[src/rtl/uart_rx.sv]
`default_nettype none
// ============================================================================
// Module      : uart_rx
// Description : 8N1 asynchronous UART receiver, LSB first, idle-high line.
//               Each bit is sampled at mid-period. A correctly framed byte is
//               presented on data with a one-cycle data_valid strobe. A stop
//               bit sampled low raises a one-cycle frame_err strobe, discards
//               the byte, and parks the receiver until the line returns high.
// Ports       : clk        - system clock, all logic on posedge
//               rst        - synchronous reset, active-high
//               rx         - asynchronous serial line, idle high
//               data       - last correctly framed byte
//               data_valid - one-cycle strobe, data updated this cycle
//               frame_err  - one-cycle strobe, stop bit sampled low
//               busy       - high in any state other than IDLE
// Revision    : 1.0 - initial release
// ============================================================================
module uart_rx #(
    parameter int CLKS_PER_BIT = 5626
) (
    input  logic       clk,
    input  logic       rst,
    input  logic       rx,
    output logic [7:0] data,
    output logic       data_valid,
    output logic       frame_err,
    output logic       busy
);

    localparam int CW   = $clog2(CLKS_PER_BIT);
    localparam int HALF = CLKS_PER_BIT / 2;

    localparam logic [CW-1:0] c_half_m1  = CW'(HALF - 1);
    localparam logic [CW-1:0] c_bit_last = CW'(CLKS_PER_BIT - 1);
    localparam logic [CW-1:0] c_cnt_one  = CW'(1);

    typedef enum logic [2:0] {
        S_IDLE  = 3'd0,
        S_START = 3'd1,
        S_DATA  = 3'd2,
        S_STOP  = 3'd3,
        S_BREAK = 3'd4
    } state_t;

    // Two-stage synchronizer; only r_rx_s is used by the receiver.
    logic          r_sync1;
    logic          r_rx_s;

    state_t        r_state;
    logic [CW-1:0] r_cnt;
    logic [2:0]    r_bit_idx;
    logic [7:0]    r_sh;
    logic [7:0]    r_data;
    logic          r_data_valid;
    logic          r_frame_err;

    state_t        w_state_nx;
    logic [CW-1:0] w_cnt_nx;
    logic [2:0]    w_bit_idx_nx;
    logic [7:0]    w_sh_nx;
    logic [7:0]    w_data_nx;
    logic          w_data_valid_nx;
    logic          w_frame_err_nx;

    always_ff @(posedge clk) begin
        if (rst) begin
            r_sync1      <= 1'b1;
            r_rx_s       <= 1'b1;
            r_state      <= S_IDLE;
            r_cnt        <= '0;
            r_bit_idx    <= 3'd0;
            r_sh         <= 8'h00;
            r_data       <= 8'h00;
            r_data_valid <= 1'b0;
            r_frame_err  <= 1'b0;
        end else begin
            r_sync1      <= rx;
            r_rx_s       <= r_sync1;
            r_state      <= w_state_nx;
            r_cnt        <= w_cnt_nx;
            r_bit_idx    <= w_bit_idx_nx;
            r_sh         <= w_sh_nx;
            r_data       <= w_data_nx;
            r_data_valid <= w_data_valid_nx;
            r_frame_err  <= w_frame_err_nx;
        end
    end

    // The counter only runs in START/DATA/STOP; every state transition
    // restarts it so each phase measures from its own entry point.
    always_comb begin
        w_state_nx      = r_state;
        w_cnt_nx        = r_cnt + c_cnt_one;
        w_bit_idx_nx    = r_bit_idx;
        w_sh_nx         = r_sh;
        w_data_nx       = r_data;
        w_data_valid_nx = 1'b0;
        w_frame_err_nx  = 1'b0;

        case (r_state)
            S_IDLE: begin
                w_cnt_nx = '0;
                if (!r_rx_s) begin
                    w_state_nx = S_START;
                end
            end

            S_START: begin
                // Half a bit in: a line that has gone high again was a glitch.
                if (r_cnt == c_half_m1) begin
                    w_cnt_nx = '0;
                    if (!r_rx_s) begin
                        w_state_nx   = S_DATA;
                        w_bit_idx_nx = 3'd0;
                    end else begin
                        w_state_nx = S_IDLE;
                    end
                end
            end

            S_DATA: begin
                if (r_cnt == c_bit_last) begin
                    w_cnt_nx          = '0;
                    w_sh_nx[r_bit_idx] = r_rx_s;
                    if (r_bit_idx == 3'd7) begin
                        w_state_nx = S_STOP;
                    end else begin
                        w_bit_idx_nx = r_bit_idx + 3'd1;
                    end
                end
            end

            S_STOP: begin
                if (r_cnt == c_bit_last) begin
                    w_cnt_nx = '0;
                    if (r_rx_s) begin
                        w_data_nx       = r_sh;
                        w_data_valid_nx = 1'b1;
                        w_state_nx      = S_IDLE;
                    end else begin
                        w_frame_err_nx = 1'b1;
                        w_state_nx     = S_BREAK;
                    end
                end
            end

            S_BREAK: begin
                // A line held low must not look like a stream of start bits.
                w_cnt_nx = '0;
                if (r_rx_s) begin
                    w_state_nx = S_IDLE;
                end
            end

            default: begin
                w_cnt_nx   = '0;
                w_state_nx = S_IDLE;
            end
        endcase
    end

    assign data       = r_data;
    assign data_valid = r_data_valid;
    assign frame_err  = r_frame_err;
    assign busy       = (r_state != S_IDLE);

endmodule
`default_nettype wire

[config.mk]
export PLATFORM = sky130hd
export DESIGN_NAME = uart_rx
export DESIGN_NICKNAME = d
export VERILOG_FILES = /design/src/rtl/uart_rx.sv
export SDC_FILE = /design/constraint.sdc
export NUM_CORES = 1
export LEC_CHECK = 0
export CORE_AREA = 5 5 72 74
export DETAILED_ROUTE_END_ITERATION = 8
export DIE_AREA = 0 0 77 79
export HOLD_SLACK_MARGIN = 0.12
export MAX_ROUTING_LAYER = met4
export PLACE_DENSITY_LB_ADDON = 0.1
export SYNTH_ARGS = -nofsm -noshare
export SYNTH_HDL_FRONTEND = slang
export SYNTH_SLANG_ARGS = --single-unit
[constraint.sdc]
create_clock -name clk -period 2.2 [get_ports clk]
set_input_delay 0.44 -clock clk [delete_from_list [all_inputs] [get_ports clk]]
set_output_delay 0.44 -clock clk [all_outputs]
set_load 0.02 [all_outputs]
==> reports/results.ini <==
[status]
status=finished, final reports clean

[yosys]
synthArstFlopShare_pct=0
synth_warnings=0
yosys_register_bits=39
synth_cell_types=41
synth_edf_count=0
synth.area.top_cells=dfxtp_1 (44%), mux2i_1 (11%), nor2_1 (8.0%)
synth_flop_cell=dfxtp_1
yosysTopAreaCell=dfxtp_1
synth_fp_nets=199
syn_area_per_cell_um2=9.34
postSynthCellCount=191
seq_area_frac_synth_pct=43.8
yosysTopAreaCellShare_pct=43.8
synth_area_mm2=0.00178

[worst_setup_path]
cp_max_fo=9
cp.required_ps=1760
reg2reg_from=r_cnt[0]$_SDFF_PP0_
crit_start=r_state[2]$_SDFFE_PP0P_
critical_path.endpoint_type=output port
worstPathArrival_ps=1620
worstSetupStartpointType=flop
worstSetupPathType=flop to output port

[layout]
antenna_cells=0
nFillCells=434
final_cells=261
nNetsFinal=214
area_growth_pct=15.2
drive_above_1_share_pct=9.18

[timing]
slew_headroom_pct=74.5
rsz0062_at_grt=no
setup-violations-final=0
finalClockSkew_ps=5.30
whs_ps=413
min_period_ps=2060
tns_ps=0
tightest_slew_ps=382
finalHoldViolCount=0
timing.fmax_mhz=485
min_period_over_period_pct=93.7
maxSlewViolCount=0

[die]
start_util_pct=39.3
pin_count=14
rows=25
dieArea_mm2=0.00608
fp.coreArea_mm2=0.00454
fp.dieW_um=77
die_y_um=79

[grt]
antenna_found_initial=0
grt_first_pass_wirelength_um=5910
grt_max_degree=30
grt_pass1_vias=1311
track_usage_pct=12.3
grt-ovfl-total=0

[clocking]
insertion_delay_ps=290
cts_max_level=2
clock-sinks=39
cts_tree=yes
root_buffer=clkbuf_8
post-cts-setup-buffers=0
cts_resized=0
hold_buffers=0
cts_max_path_buffers=2
cts_buffers=5
clkTransAtPathRegs_ps=70

[route]
drtIter0Drc=55
dr.pass1.iters=4
detail-route-antenna-nets=0
drcViolationCount=0
viasPerCell=5.11
wl_per_cell_um=13.0
routed-via-count=1335
detail_route.wirelength_um=3380

[placed_design]
gp_congestion=0.750
io_buffer_count=13
dp.cells=253
dpl.hpwl_um=2480

[pwr]
pwr-share-comb_pct=2.5
p_int_uw=942
power.density_mw_per_mm2=584
vdd.ir_drop.worst_v=0.000278
p_seq_share_pct=59.1
p_clk_share_pct=38.4
p_sw_uw=259
p_leak_uw=0.000691
swShare_pct=21.6

[run]
maxCapViolations=0

[hold_path]
min-delay-start=r_sync1$_SDFF_PP1_
hp-class=flop to flop

==> layer usage <==
layer  global-route usage (%)  wire [um]
met1                     14.5       1560
met2                     20.1       1670
met3                     3.97         91
met4                     4.12         57
met5                        -          0
==> worst paths after layout <==
kind / endpoint / depth (start not counted) / slack [ps]
setup / recovery: busy / 2 / 140
hold / removal: r_rx_s$_SDFF_PP1_ / 1 / 410
hold reg to reg: r_rx_s$_SDFF_PP1_ / 1 / 410
setup reg to reg: r_bit_idx[0]$_SDFFE_PP0P_ / 7 / 200
==> critical path, cell delays in order, from the launching register on <==
cell and delay (ps):
dfxtp_1 400, or3_1 390, clkdlybuf4s50_1 540
==> synthesized netlist by cell type (all sizes together), types with 2 or more instances <==
cell / n
nand2: 8
inv: 7
or2: 2
nor4b: 2
nand2b: 5
nor4: 7
xnor2: 6
xor2: 5
nor3: 5
and4: 2
dfxtp: 39
o32ai: 2
buf: 4
mux2i: 20
nor2: 39
or3: 5
nand4: 3
clkbuf: 5
ha: 5
nand3: 4
==> area by class of cell <==
| class | count | area [um2] | share of cell area [%] |
|---|---|---|---|
| clock buffers | 6 | 72.6 | 3.53 |
| clock inverters | 2 | 12.5 | 0.609 |
| inverters | 7 | 26.3 | 1.28 |
| multi-input cells | 136 | 936 | 45.5 |
| flip-flops and latches | 39 | 781 | 38.0 |
| well taps | 54 | 67.6 | 3.29 |
| repair buffers | 17 | 160 | 7.79 |
==> power groups by stage <==
stage	clock network (uW)	logic, uW	registers [uW]
4_1_cts	481	30.3	710
5_1_grt	513	33.2	710
2_1_floorplan	0	21.0	725
6_report	462	29.9	710
3_3_place_gp	0	29.9	726
3_5_place_dp	0	30.3	726
==> stage by stage <==
step           util [%]  worst slack, ps  area [um2]  total power (uW)
2_1_floorplan         -              310        1780               746
3_3_place_gp       43.4              215        1970               756
3_5_place_dp       43.4              176        1970               757
4_1_cts            45.2              125        2050              1220
5_1_grt            45.3             51.7        2060              1260
6_report           45.3              138        2060              1200
==> kinds of logic after synthesis <==
kind of cell | share of synthesized area [%]
AOI/OAI and AO/OA | 3.37
xor gates and xnor gates | 5.40
adders and majority gates | 3.51
buffers and inverters | 4.00
DFF | 43.8
muxes | 11.9
and+or+nand+nor | 28.1
==> flip-flops by register name (all words and copies together), names as in the netlist <==
name	count
r_bit_idx	3
r_sh	8
r_rx_s	1
r_cnt	13
frame_err	1
data_valid	1
r_sync1	1
r_state	3
data	8
==> cell usage in the layout (no fill, tap or decap), types with 2 or more instances in the layout <==
master | synthesis | final
clkdlybuf4s50_1 | 0 | 13
clkbuf_8 | 0 | 5
or3_1 | 5 | 5
dfxtp_1 | 39 | 39
mux2i_1 | 20 | 20
ha_1 | 5 | 5
and4_1 | 2 | 2
xor2_1 | 5 | 5
nand2_1 | 8 | 8
nor2_1 | 38 | 38
nand4_1 | 2 | 2
inv_1 | 7 | 7
buf_4 | 0 | 4
nand2b_1 | 5 | 5
or2_2 | 2 | 2
xnor2_1 | 6 | 6
nor4_1 | 7 | 7
o32ai_1 | 2 | 2
nor3_1 | 4 | 4
nand3_1 | 4 | 4
(Power assumes the default switching activity.)
